--- src/rtl/conv_sequencer_if.sv ---
// conv_sequencer_if: bundle of the sequencer's handshake and address signals.
//   master : conv_sequencer side (drives addresses, MAC controls, FIFO valid, finished pulse)
//   slave  : memory / MAC / FIFO side (drives inputs_loaded, K, fifo_in_tready)
// Signals:
//   inputs_loaded    memories hold a complete X/W/K/B set
//   K                kernel size, valid while inputs_loaded=1
//   X_read_addr      X memory read address (1-cycle synchronous read)
//   W_read_addr      W memory read address (1-cycle synchronous read)
//   mac_input_valid  MAC inputs carry a valid term
//   mac_init_acc     first term of a window: load B + product
//   fifo_in_tvalid   MAC output holds a finished result
//   fifo_in_tready   FIFO can accept
//   compute_finished one-cycle pulse after the last output is written
interface conv_sequencer_if #(
    parameter int unsigned K_BITS = 3,
    parameter int unsigned XA_W   = 6,
    parameter int unsigned WA_W   = 5
);
    logic              inputs_loaded;
    logic [K_BITS-1:0] K;
    logic [XA_W-1:0]   X_read_addr;
    logic [WA_W-1:0]   W_read_addr;
    logic              mac_input_valid;
    logic              mac_init_acc;
    logic              fifo_in_tvalid;
    logic              fifo_in_tready;
    logic              compute_finished;

    modport master (
        input  inputs_loaded, K, fifo_in_tready,
        output X_read_addr, W_read_addr, mac_input_valid, mac_init_acc,
               fifo_in_tvalid, compute_finished
    );

    modport slave (
        output inputs_loaded, K, fifo_in_tready,
        input  X_read_addr, W_read_addr, mac_input_valid, mac_init_acc,
               fifo_in_tvalid, compute_finished
    );
endinterface

--- src/rtl/conv_sequencer.sv ---
// conv_sequencer: control sequencer for the 2D convolution datapath.
// Walks every valid output position of an R x C input with a Kq x Kq kernel in raster
// order, issuing X/W read addresses one term per cycle, driving the MAC's input_valid and
// init_acc, then handing each finished sum to the output FIFO under AXIS handshake.
// Ports:
//   clk    system clock, all state on rising edge
//   reset  asynchronous active-low reset
//   bus    conv_sequencer_if.master (see interface file for signal list)
module conv_sequencer #(
    parameter int unsigned INW     = 18,
    parameter int unsigned R       = 8,
    parameter int unsigned C       = 8,
    parameter int unsigned MAXK    = 5,
    parameter int unsigned MAC_LAT = 4
) (
    input  logic             clk,
    input  logic             reset,
    conv_sequencer_if.master bus
);
    localparam int unsigned K_BITS = $clog2(MAXK + 1);
    localparam int unsigned XA_W   = $clog2(R * C);
    localparam int unsigned WA_W   = $clog2(MAXK * MAXK);
    localparam int unsigned RW     = $clog2(R + 1);
    localparam int unsigned CW     = $clog2(C + 1);
    localparam int unsigned DW     = $clog2(MAC_LAT + 2);
    // A data word narrower than the K field marks a mis-sized instance; it refuses every set.
    localparam bit          CFG_OK = (INW >= K_BITS);

    typedef enum logic [2:0] {
        StIdle, StIssue, StDrain, StWrite, StDone, StWaitClr
    } state_t;

    state_t            state_q, state_d;
    logic [RW-1:0]     r_q, r_d;
    logic [CW-1:0]     c_q, c_d;
    logic [K_BITS-1:0] i_q, i_d;
    logic [K_BITS-1:0] j_q, j_d;
    logic [K_BITS-1:0] kq_q, kq_d;
    logic [DW-1:0]     dcnt_q, dcnt_d;
    logic [XA_W-1:0]   xa_q;
    logic [WA_W-1:0]   wa_q;
    logic              miv_q;
    logic              mia_q;

    logic              k_bad;
    logic              last_j, last_i, last_c, last_r;
    logic [XA_W-1:0]   xa_cur;
    logic [WA_W-1:0]   wa_cur;

    always_comb begin
        k_bad  = (bus.K == '0) || (32'(bus.K) > MAXK) || (32'(bus.K) > R) ||
                 (32'(bus.K) > C) || !CFG_OK;
        last_j = (32'(j_q) == 32'(kq_q) - 32'd1);
        last_i = (32'(i_q) == 32'(kq_q) - 32'd1);
        last_c = (32'(c_q) == C - 32'(kq_q));
        last_r = (32'(r_q) == R - 32'(kq_q));
        xa_cur = XA_W'((32'(r_q) + 32'(i_q)) * C + 32'(c_q) + 32'(j_q));
        wa_cur = WA_W'(32'(i_q) * 32'(kq_q) + 32'(j_q));
    end

    // Next-state and counter updates.
    always_comb begin
        state_d = state_q;
        r_d     = r_q;
        c_d     = c_q;
        i_d     = i_q;
        j_d     = j_q;
        kq_d    = kq_q;
        dcnt_d  = dcnt_q;
        unique case (state_q)
            StIdle: begin
                if (bus.inputs_loaded) begin
                    r_d    = '0;
                    c_d    = '0;
                    i_d    = '0;
                    j_d    = '0;
                    dcnt_d = '0;
                    kq_d   = bus.K;
                    state_d = k_bad ? StDone : StIssue;
                end
            end
            StIssue: begin
                if (last_j) begin
                    j_d = '0;
                    if (last_i) begin
                        i_d     = '0;
                        dcnt_d  = '0;
                        state_d = StDrain;
                    end else begin
                        i_d = i_q + K_BITS'(1);
                    end
                end else begin
                    j_d = j_q + K_BITS'(1);
                end
            end
            StDrain: begin
                // Covers the 1-cycle read plus the MAC pipeline.
                if (32'(dcnt_q) == MAC_LAT) begin
                    state_d = StWrite;
                end else begin
                    dcnt_d = dcnt_q + DW'(1);
                end
            end
            StWrite: begin
                if (bus.fifo_in_tready) begin
                    if (last_c) begin
                        c_d = '0;
                        if (last_r) begin
                            state_d = StDone;
                        end else begin
                            r_d     = r_q + RW'(1);
                            state_d = StIssue;
                        end
                    end else begin
                        c_d     = c_q + CW'(1);
                        state_d = StIssue;
                    end
                end
            end
            StDone: begin
                state_d = StWaitClr;
            end
            StWaitClr: begin
                // A still-high inputs_loaded belongs to the set just finished.
                if (!bus.inputs_loaded) begin
                    state_d = StIdle;
                end
            end
            default: begin
                state_d = StIdle;
            end
        endcase
    end

    always_ff @(posedge clk or negedge reset) begin
        if (!reset) begin
            state_q <= StIdle;
            r_q     <= '0;
            c_q     <= '0;
            i_q     <= '0;
            j_q     <= '0;
            kq_q    <= '0;
            dcnt_q  <= '0;
            xa_q    <= '0;
            wa_q    <= '0;
            miv_q   <= 1'b0;
            mia_q   <= 1'b0;
        end else begin
            state_q <= state_d;
            r_q     <= r_d;
            c_q     <= c_d;
            i_q     <= i_d;
            j_q     <= j_d;
            kq_q    <= kq_d;
            dcnt_q  <= dcnt_d;
            if (state_q == StIssue) begin
                xa_q <= xa_cur;
                wa_q <= wa_cur;
            end
            // Data for an address issued now reaches the MAC one cycle later.
            miv_q <= (state_q == StIssue);
            mia_q <= (state_q == StIssue) && (i_q == '0) && (j_q == '0);
        end
    end

    // Addresses follow the counters during ISSUE and hold their last value elsewhere.
    always_comb begin
        bus.X_read_addr      = (state_q == StIssue) ? xa_cur : xa_q;
        bus.W_read_addr      = (state_q == StIssue) ? wa_cur : wa_q;
        bus.mac_input_valid  = miv_q;
        bus.mac_init_acc     = mia_q;
        bus.fifo_in_tvalid   = (state_q == StWrite);
        bus.compute_finished = (state_q == StDone);
    end
endmodule

--- src/flat_wrapper.sv ---
// flat-port wrapper written by rule: the top's interface ports become plain ports
module conv_sequencer_flat 
#(
    parameter int unsigned INW     = 18,
    parameter int unsigned R       = 8,
    parameter int unsigned C       = 8,
    parameter int unsigned MAXK    = 5,
    parameter int unsigned MAC_LAT = 4
)
  (clk, reset, bus_inputs_loaded, bus_K, bus_fifo_in_tready, bus_X_read_addr, bus_W_read_addr, bus_mac_input_valid, bus_mac_init_acc, bus_fifo_in_tvalid, bus_compute_finished);
  conv_sequencer_if #(.K_BITS(($clog2(MAXK + 1))), .XA_W(($clog2(R * C))), .WA_W(($clog2(MAXK * MAXK)))) bus_i ();
  input  logic clk;
  input  logic reset;
  input wire logic [$bits(bus_i.inputs_loaded)-1:0] bus_inputs_loaded;
  input wire logic [$bits(bus_i.K)-1:0] bus_K;
  input wire logic [$bits(bus_i.fifo_in_tready)-1:0] bus_fifo_in_tready;
  output wire logic [$bits(bus_i.X_read_addr)-1:0] bus_X_read_addr;
  output wire logic [$bits(bus_i.W_read_addr)-1:0] bus_W_read_addr;
  output wire logic [$bits(bus_i.mac_input_valid)-1:0] bus_mac_input_valid;
  output wire logic [$bits(bus_i.mac_init_acc)-1:0] bus_mac_init_acc;
  output wire logic [$bits(bus_i.fifo_in_tvalid)-1:0] bus_fifo_in_tvalid;
  output wire logic [$bits(bus_i.compute_finished)-1:0] bus_compute_finished;
  assign bus_i.inputs_loaded = bus_inputs_loaded;
  assign bus_i.K = bus_K;
  assign bus_i.fifo_in_tready = bus_fifo_in_tready;
  assign bus_X_read_addr = bus_i.X_read_addr;
  assign bus_W_read_addr = bus_i.W_read_addr;
  assign bus_mac_input_valid = bus_i.mac_input_valid;
  assign bus_mac_init_acc = bus_i.mac_init_acc;
  assign bus_fifo_in_tvalid = bus_i.fifo_in_tvalid;
  assign bus_compute_finished = bus_i.compute_finished;
  conv_sequencer #(.INW(INW), .R(R), .C(C), .MAXK(MAXK), .MAC_LAT(MAC_LAT)) u_core (.clk(clk), .reset(reset), .bus(bus_i));
endmodule
--- config.mk ---
export PLATFORM = sky130hd
export DESIGN_NAME = conv_sequencer_flat
export DESIGN_NICKNAME = d
export VERILOG_FILES = /design/src/rtl/conv_sequencer_if.sv /design/src/rtl/conv_sequencer.sv /design/src/flat_wrapper.sv
export SDC_FILE = /design/constraint.sdc
export NUM_CORES = 1
export LEC_CHECK = 0
export CAP_MARGIN = 20
export CORE_AREA = 10 10 78 80
export CTS_CLUSTER_DIAMETER = 150
export DETAILED_ROUTE_END_ITERATION = 8
export DIE_AREA = 0 0 88 90
export PLACE_DENSITY = 0.78
export SYNTH_ARGS = -nofsm -noshare
export SYNTH_HDL_FRONTEND = slang
export SYNTH_SLANG_ARGS = --single-unit
--- constraint.sdc ---
create_clock -name clk -period 3.3 [get_ports clk]
set_input_delay 0.33 -clock clk [delete_from_list [all_inputs] [get_ports clk]]
set_output_delay 0.33 -clock clk [all_outputs]
set_load 0.005 [all_outputs]
==> results of run 1 <==
[per-stage QoR]
step                      hold slack (ps)  std cells  power [mW]  setup slack [ps]
after floorplan                     34.41        274       1.910             425.5
after global placement              457.7        349       2.365             68.79
after detailed placement            462.5        349       2.418             9.062
after CTS                           466.7        357       2.803            -7.019
after global routing                499.3        357       3.034             22.51
final                               460.2        357       2.767             129.9
[cell families (layout without fill, tap and decap cells)]
| kind of cell | Yosys count | after routing | share of synthesized area |
|---|---|---|---|
| xor gates and xnor gates | 22 | 22 | 0.08069 |
| AOI/OAI and AO/OA | 63 | 63 | 0.1633 |
| adders and majority gates | 29 | 29 | 0.1565 |
| DFF | 36 | 36 | 0.3521 |
| muxes | 4 | 4 | 0.01711 |
| buffers and inverters | 28 | 57 | 0.05525 |
| and+or+nand+nor | 92 | 92 | 0.1751 |
[sequential cells by signal, summed over array words and instances, names as in the netlist]
name / count
u_core.c_q: 4
u_core.kq_q: 3
u_core.wa_q: 5
u_core.j_q: 3
u_core.r_q: 4
u_core.i_q: 3
u_core.state_q: 3
u_core.bus.mac_init_acc: 1
u_core.xa_q: 6
u_core.dcnt_q: 3
u_core.bus.mac_input_valid: 1
[layout make-up]
cell class / instances / area share
Multi-Input combinational cell: 210 / 0.5175
Sequential cell: 36 / 0.3074
Timing Repair Buffer: 30 / 0.09095
Clock buffer: 6 / 0.02477
Inverter: 19 / 0.02434
Tap cell: 54 / 0.02306
Clock inverter: 2 / 0.01196
[power by group through the flow]
stage | clock network, mW | logic [mW] | registers (mW)
6_report | 0.379 | 1.63 | 0.760
5_1_grt | 0.406 | 1.84 | 0.783
4_1_cts | 0.389 | 1.65 | 0.759
3_5_place_dp | 0 | 1.65 | 0.766
3_3_place_gp | 0 | 1.61 | 0.757
2_1_floorplan | 0 | 1.19 | 0.720
[cells in the final DEF (no fill, tap or decap), types with 8 or more instances in the layout]
cell type and instances:
nand2_1 41, xnor2_1 13, o21ai_0 22, dfrtp_1 36
ha_1 24, clkdlybuf4s50_1 18, buf_4 9, nor2_1 15
inv_1 18, a21oi_1 10, xor2_1 8
[worst max-delay path, stage by stage (launching register included)]
cell	delay [ps]
dfrtp_1	340
nand2_1	80
fa_1	540
inv_1	60
fa_1	560
inv_1	70
fa_1	550
o21ai_1	80
dlygate4sd2_1	300
[Yosys cell counts, types with 3 or more instances]
library cell and number:
nand2b_1 4, o21ai_0 25, clkbuf_1 4, inv_1 18, and2_1 3, nand2_1 41, nor3_1 6, nor3b_1 3
a21oi_1 10, mux2_2 3, nor2_1 15, xor2_1 8, ha_1 24, a21o_1 4, xnor2_1 13, fa_1 5
nand3_1 5, a22o_1 3, o21ai_1 3, dfrtp_1 36
[routing by layer]
metal  share of wire  vias to the layer above  global-route usage  wire length [um]
met3           0.049                        5             0.03791               249
met5               0                        -                   0                 0
met4           0.010                        0             0.03723                51
met1            0.46                      927              0.1706              2301
met2            0.48                       37              0.2166              2430
li1                -                     1003                   -                 -
[repair_timing]
action | in CTS | in global routing
endpoints found under the setup margin | 3 | 2
cloned | 0 | 0
resized for setup | 6 | 4
endpoints found under the hold margin | 0 | 0
[worst max path at each step]
stage | to | depth (start not counted)
4_1_cts | bus_W_read_addr[4] | 10
5_1_grt | bus_W_read_addr[2] | 8
6_report | bus_W_read_addr[2] | 8
2_1_floorplan | bus_W_read_addr[3] | 9
3_5_place_dp | bus_W_read_addr[3] | 9
3_3_place_gp | bus_W_read_addr[4] | 10
==> flow_summary_export.csv, run 1 <==
group,metric,value,unit
status,status,"completed",
layout,diodes,0,
power_and_ir_drop,vdd_drop_max,0.4260,mV
floorplanning,fp.dieH,90,um
sta,clock.fmax,315.4,MHz
routing,drt_iter0_drc,74,
floorplanning,fp.dieW,88,um
synthesis,synth_top_area_frac,0.3521,
placement,gp_congestion,0.8031,
grt,first_global_vias,1985,
sta,finalCritPeriodShare,0.9606,
synthesis,synthArstFlopShare,1.000,
layout,final_nets,338,
layout,area_growth,14.52,%
power_and_ir_drop,p_int,1.580,mW
floorplanning,io_pins,22,
cts,postCtsSetupBuffers,0,
worst_setup_path,timing.rr.end,"u_core.state_q[0]$_DFFE_PN0P_",
power_and_ir_drop,switching_power,1.187,mW
worst_setup_path,crit_start,"u_core.i_q[0]$_DFFE_PN0P_",
min_path,hold_path_class,"in2async",
synthesis,yosysTopAreaCell,"dfrtp_1",
floorplanning,start_util,0.5565,
synthesis,yosys-top-cells-area,"dfrtp_1, ha_1, nand2_1, o21ai_0, xnor2_1",
sta,rsz0062_at_grt,"no",
grt,overflow,0,
layout,fillers,393,
grt,grt_pass1_wl,8949,um
sta,min_period,3170,ps
layout,final-seq-area,900.9,um^2
job,drv_cap,0,
power_and_ir_drop,power.share.clock,0.137,
worst_setup_path,crit_path_start_kind,"flip-flop",
worst_setup_path,endpoint_kind,"output port",
worst_setup_path,r2r-start,"u_core.kq_q[0]$_DFFE_PN0P_",
floorplanning,core,4598,um^2
power_and_ir_drop,pwr-share-comb,0.588,
cts,insertion_delay,290,ps
layout,design_area,2930,um^2
sta,worst_pin_slew,818.4,ps
worst_setup_path,path_class,"reg2out",
synthesis,synth_cells,274,
cts,cts-root-buf,"clkbuf_8",
sta,finalSetupTns,0,ps
worst_setup_path,cp_max_fo,2,
placement,dpl_cell_area,2834,um^2
routing,drc,0,
cts,h-tree-depth,2,
synthesis,synth_area,2559,um^2
grt,grt_usage,0.1349,
sta,setup_violations,0,
worst_setup_path,worstPathRequired,2970,ps
synthesis,synth_seq_cells,36,
routing,drt_pre_antenna_iters,4,
routing,ant_nets,0,
power_and_ir_drop,power.density,944.2,nW/um^2
sta,hold_viol,0,
routing,wl,5032,um
cts,ctsHoldBuffers,0,
sta,skew,10.58,ps
synthesis,synthFlopType,"dfrtp_1",
layout,multi_input_area,1516,um^2
sta,slew_headroom,0.4544,
worst_setup_path,crit_arrival,2840,ps
floorplanning,fp-row-count,25,
grt,grt_max_degree,37,
routing,vias,1972,
power_and_ir_drop,leakage,1.397,nW
layout,drive_gt1_frac,0.1056,
routing,avgRoutedWirePerCell,14.10,um
worst_setup_path,r2r_slack,730,ps
synthesis,yosysSeqAreaShare,0.3521,
cts,clock_sinks,36,
routing,post_drt_via_cell_ratio,5.524,
cts,cts_tree,"yes",
synthesis,ys.warnings.count,0,
floorplanning,die_area,7920,um^2
worst_setup_path,reg2reg_depth,10,
grt,grt_antenna_before_repair,0,
cts,clkTransAtPathRegs,80,ps
power_and_ir_drop,swShare,0.4290,
synthesis,synth.distinct_cells,54,
synthesis,syn_avg_cell_area,9.338,um^2
layout,final_util,0.6373,
synthesis,syn_nets,310,
placement,hpwl,3937,um
cts,cts_max_path_buffers,2,
sta,final_max_slew_viol_count,0,
power_and_ir_drop,power_frac_seq,0.274,
placement,numPortBuffers,21,
cts,numCtsBuffers,5,
synthesis,synth_edf_count,0,
(Power assumes the default switching activity.)
==> inputs of run 2 (changes only) <==
CORE_AREA = 10 10 75 77   (was 10 10 78 80)
DIE_AREA = 0 0 85 87   (was 0 0 88 90)
PLACE_DENSITY = 0.84   (was 0.78)
clock period = 3.65 ns   (was 3.3 ns; I/O delays follow)
==> run 2 against run 1 <==
Register-to-register slack better by 350 ps; non-clock buffer count down 1; sequential power down 9.6%.
==> flow_summary_export.csv, run 2 (synthesized netlist as in run 1, its figures left out) <==
group,metric,value,unit
status,status,"completed",
power_and_ir_drop,leakage,1.414,nW
layout,drive_gt1_frac,0.09603,
sta,clock.fmax,300.1,MHz
layout,area_growth,14.18,%
cts,insertion_delay,300,ps
placement,dpl_cell_area,2816,um^2
layout,final_nets,337,
grt,overflow,0,
worst_setup_path,cp_common_cell,"fa_1",
grt,grt_antenna_before_repair,0,
worst_setup_path,crit_path_start_kind,"flip-flop",
sta,skew,7.553,ps
cts,h-tree-depth,2,
routing,post_drt_via_cell_ratio,5.749,
sta,rsz0062_at_grt,"no",
routing,wl,5566,um
power_and_ir_drop,vdd_drop_max,0.5309,mV
cts,clkTransAtPathRegs,70,ps
worst_setup_path,cp_num_buf_inv,3,
worst_setup_path,endpoint_kind,"output port",
cts,cts_max_path_buffers,2,
worst_setup_path,reg2reg_depth,9,
cts,clock_sinks,36,
grt,grt_usage,0.1619,
worst_setup_path,path_delay_family,"adder cells",
power_and_ir_drop,p_total,2.488,mW
layout,reg.largest.list,"u_core.xa_q (6), u_core.wa_q (5)",
cts,cts_tree,"yes",
layout,design_area,2922,um^2
layout,final_cell_mix,"nand2_1, dfrtp_1, ha_1, o21ai_0",
routing,vias,2035,
cts,numCtsBuffers,5,
worst_setup_path,cp_cell_sequence,"nand2_1, fa_1, inv_1, fa_1, inv_1, fa_1, xor2_1, o21ai_0, dlygate4sd2_1",
placement,numPortBuffers,21,
routing,drt_pre_antenna_iters,4,
grt,grt_pass1_wl,9818,um
sta,slew_headroom,0.4650,
layout,final_util,0.6900,
sta,setup_violations,0,
worst_setup_path,r2r-start,"u_core.kq_q[0]$_DFFE_PN0P_",
floorplanning,start_util,0.6043,
floorplanning,fp.dieW,85,um
routing,drt_iter0_drc,126,
placement,gp_congestion,0.8775,
layout,largest_reg_flops,6,
sta,finalSetupTns,0,ps
layout,regMostFlops,"u_core.xa_q",
routing,drc,0,
worst_setup_path,slowest_delay,550,ps
routing,ant_nets,0,
layout,final_common_cell,"nand2_1",
worst_setup_path,timing.rr.end,"u_core.state_q[0]$_DFFE_PN0P_",
worst_setup_path,path_class,"reg2out",
floorplanning,core,4234,um^2
worst_setup_path,worstPathRequired,3280,ps
sta,final_max_slew_viol_count,0,
job,drv_cap,0,
layout,fillers,331,
worst_setup_path,cp_slowest_cell,"fa_1",
sta,min_period,3332,ps
sta,hold_viol,0,
worst_setup_path,crit_arrival,2970,ps
routing,avgRoutedWirePerCell,15.72,um
power_and_ir_drop,power.density,851.7,nW/um^2
sta,worst_pin_slew,802.5,ps
worst_setup_path,r2r_slack,1080,ps
placement,hpwl,4153,um
cts,cts-root-buf,"clkbuf_8",
floorplanning,io_pins,22,
min_path,hold_path_class,"in2async",
grt,first_global_vias,2124,
layout,diodes,0,
grt,grt_max_degree,37,
sta,finalCritPeriodShare,0.9128,
worst_setup_path,cp_max_fo,2,
floorplanning,fp-row-count,24,
floorplanning,die_area,7395,um^2
floorplanning,fp.dieH,87,um
-- run 2: cell count changes in the layout (fill, tap and decap cells not counted) --
cell / change
clkbuf_2: -2
dlymetal6s2s_1: +2
buf_4: -1
bufinv_16: -1
clkbuf_8: +1
clkinv_2: -1
clkinvlp_4: +1
o21ai_0: +1
o21ai_1: -1
-- run 2: metal layers --
metal	up-vias	GRT usage	routed length [um]
met3	10	0.04963	337
met4	0	0.05838	85
met5	-	0	0
met1	966	0.1865	2399
met2	55	0.2766	2744
li1	1004	-	-
-- run 2: what timing repair did --
item                                    4_1_cts  5_1_grt
gates resized for setup                       1        4
pin swaps                                     0        0
hold buffers                                  0        0
setup buffers                                 1        0
endpoints found under the setup margin        2        2
hold endpoints to repair                      0        0
-- run 2: how the worst max path moves through the flow --
stage	from	end	slack [ps]	cells past startpoint
after floorplan	u_core.i_q[2]$_DFFE_PN0P_	bus_W_read_addr[3]	740	9
after global placement	u_core.kq_q[1]$_DFFE_PN0P_	bus_W_read_addr[4]	310	10
after detailed placement	u_core.kq_q[1]$_DFFE_PN0P_	bus_W_read_addr[3]	250	9
after CTS	u_core.i_q[0]$_DFFE_PN0P_	bus_W_read_addr[4]	3	10
after global routing	u_core.i_q[0]$_DFFE_PN0P_	bus_W_read_addr[3]	90	9
final	u_core.i_q[0]$_DFFE_PN0P_	bus_W_read_addr[3]	320	9
-- run 2: metrics by stage --
stage | hold slack [ps] | std cells | worst slack [ps]
floorplan | 69.41 | 274 | 740.5
global placement | 458.1 | 345 | 313.8
detailed placement | 463.3 | 345 | 251.1
CTS | 481.7 | 354 | 3.044
global route | 508.9 | 354 | 94.66
finish | 475.7 | 354 | 318.3
-- run 2: power breakdown --
part           internal [mW]  leakage (nW)  switching [mW]
sequential             0.543         0.476           0.143
clock                  0.153        0.0445           0.148
combinational          0.687         0.894           0.813
-- run 2: area by class of cell --
class,count,area (um^2),area share
clock buffers,7,86.33,0.02955
inverters,19,71.32,0.02441
flip-flops and latches,36,900.9,0.3084
repair buffers,29,274.0,0.09379
well taps,52,65.06,0.02227
clock inverters,1,7.507,0.002570
multi-input cells,210,1516,0.5191
==> inputs of run 3 (changes only) <==
CORE_AREA = 3 3 68 70   (was 10 10 75 77)
DIE_AREA = 0 0 71 73   (was 0 0 85 87)
==> run 3 against run 2 <==
Core utilization up 3.9 points; power is 1.3% higher; critical endpoint is now bus_W_read_addr[2]; first-iteration DRC count shrank 17%; sequential power is essentially flat; critical path type unchanged; die area is 30% lower; final cell count is 0.56% lower; fmax decreased by 4.4%; sequential cell count stayed put; design area grew 0.47%; setup slack got worse by 150 ps; global-route usage rose by 6.0 points; highest routed layer unchanged; count of clock-buffer cells in the layout unchanged.
==> flow_summary_export.csv, run 3 (synthesized netlist as in run 1, its figures left out) <==
group,metric,value,unit
grt,first_global_vias,1973,
floorplanning,fp-row-count,23,
worst_setup_path,cp_cell_sequence,"nand2_1, fa_1, inv_1, fa_1, inv_1, fa_1, o21ai_2, clkdlybuf4s50_1",
power_and_ir_drop,vdd_drop_max,0.4391,mV
layout,reg.largest.list,"u_core.xa_q (6), u_core.wa_q (5)",
cts,clkTransAtPathRegs,70,ps
power_and_ir_drop,power.density,858.7,nW/um^2
layout,final_util,0.7286,
worst_setup_path,cp_num_buf_inv,3,
worst_setup_path,r2r-start,"u_core.i_q[0]$_DFFE_PN0P_",
worst_setup_path,endpoint_kind,"output port",
worst_setup_path,path_delay_family,"adder cells",
power_and_ir_drop,p_int,1.413,mW
worst_setup_path,cp_max_fo,2,
floorplanning,fp.dieH,73,um
worst_setup_path,path_class,"reg2out",
layout,area_growth,14.72,%
floorplanning,io_pins,22,
worst_setup_path,reg2reg_depth,10,
grt,grt_pass1_wl,9094,um
worst_setup_path,timing.rr.end,"u_core.wa_q[4]$_DFF_PN0_",
job,drv_cap,0,
layout,diodes,0,
cts,clock_sinks,36,
worst_setup_path,worstPathRequired,3280,ps
layout,final-seq-area,902.1,um^2
cts,cts-root-buf,"clkbuf_8",
sta,min_period,3486,ps
sta,clock.fmax,286.9,MHz
worst_setup_path,cp_slowest_cell,"fa_1",
status,status,"completed",
cts,ctsHoldBuffers,0,
routing,drt_pre_antenna_iters,4,
routing,drt_iter0_drc,105,
layout,final_common_cell,"nand2_1",
grt,grt_usage,0.2223,
grt,grt_antenna_before_repair,0,
layout,regMostFlops,"u_core.xa_q",
worst_setup_path,slowest_delay,570,ps
routing,wl,5328,um
sta,hold_viol,0,
floorplanning,core,4029,um^2
min_path,holdPathStages,2,
worst_setup_path,crit_path_start_kind,"flip-flop",
sta,slew_headroom,0.4561,
grt,overflow,0,
routing,drc,0,
grt,grt_max_degree,37,
layout,final_cell_mix,"nand2_1, dfrtp_1, ha_1, o21ai_0, clkdlybuf4s50_1",
layout,multi_input_area,1520,um^2
floorplanning,die_area,5183,um^2
power_and_ir_drop,power.share.clock,0.121,
routing,avgRoutedWirePerCell,15.14,um
worst_setup_path,cp_common_cell,"fa_1",
sta,finalCritPeriodShare,0.9550,
sta,worst_pin_slew,815.9,ps
sta,finalSetupTns,0,ps
sta,final_max_slew_viol_count,0,
floorplanning,start_util,0.6351,
cts,cts_tree,"yes",
min_path,hold_path_class,"reg2reg",
min_path,hp-start,"u_core.wa_q[2]$_DFF_PN0_",
layout,drive_gt1_frac,0.1060,
placement,gp_congestion,0.8190,
min_path,min_to,"u_core.wa_q[2]$_DFF_PN0_",
power_and_ir_drop,power_frac_seq,0.273,
routing,vias,2065,
worst_setup_path,crit_arrival,3120,ps
layout,largest_reg_flops,6,
cts,insertion_delay,290,ps
placement,hpwl,3908,um
power_and_ir_drop,leakage,1.424,nW
routing,post_drt_via_cell_ratio,5.866,
layout,final_nets,338,
power_and_ir_drop,switching_power,1.108,mW
floorplanning,fp.dieW,71,um
worst_setup_path,r2r_slack,990,ps
layout,finalNonFillerCells,352,
cts,numCtsBuffers,5,
sta,skew,6.226,ps
power_and_ir_drop,pwr-share-comb,0.607,
placement,numPortBuffers,21,
cts,h-tree-depth,2,
sta,setup_violations,0,
power_and_ir_drop,swShare,0.4395,
layout,fillers,284,
routing,ant_nets,0,
cts,cts_max_path_buffers,2,
placement,place_inst,343,
-- run 3: power by group through the flow --
stage	registers (mW)	logic (mW)	clock network, mW
2_1_floorplan	0.651	1.08	0
3_3_place_gp	0.688	1.42	0
3_5_place_dp	0.698	1.48	0
4_1_cts	0.686	1.52	0.308
5_1_grt	0.706	1.71	0.324
6_report	0.688	1.53	0.304
-- run 3: stage by stage --
step                      area (um^2)  power [mW]  hold slack (ps)  setup WS [ps]
after global routing             2935       2.741            509.3         -2.144
final                            2935       2.521            468.8          164.1
after global placement           2814       2.105            456.1          325.8
after CTS                        2927       2.514            480.1          42.84
after detailed placement         2814       2.177            463.3          136.7
after floorplan                  2559       1.727            69.41          740.5
-- run 3: worst max path at each step --
stage	startpoint	to	cells past startpoint
3_3_place_gp	u_core.kq_q[1]$_DFFE_PN0P_	bus_W_read_addr[3]	9
5_1_grt	u_core.kq_q[2]$_DFFE_PN0P_	bus_W_read_addr[2]	8
3_5_place_dp	u_core.kq_q[1]$_DFFE_PN0P_	bus_W_read_addr[4]	10
2_1_floorplan	u_core.i_q[2]$_DFFE_PN0P_	bus_W_read_addr[3]	9
6_report	u_core.i_q[0]$_DFFE_PN0P_	bus_W_read_addr[2]	8
4_1_cts	u_core.i_q[0]$_DFFE_PN0P_	bus_W_read_addr[3]	9
-- run 3: layout make-up --
class                           instances  area share
Multi-Input combinational cell        210      0.5179
Sequential cell                        36      0.3073
Timing Repair Buffer                   30     0.09633
Clock buffer                            7     0.03282
Inverter                               19     0.02430
Tap cell                               50     0.02131
-- run 3: repair_timing --
action	4_1_cts	5_1_grt
pin swaps	0	0
setup buffers	2	0
gates resized for setup	3	4
endpoints found under the hold margin	0	0
setup endpoints to repair	3	3
-- run 3: per-layer routing --
metal	global-route usage	share of wire
met1	0.2825	0.44
met3	0.04270	0.054
met2	0.3872	0.50
met5	0	0
met4	0.06263	0.0096
-- run 3: worst min-delay path: stages, from the launching register on --
cell     delay [ps]
dfrtp_1         320
nand2_1          60
o21ai_2          60
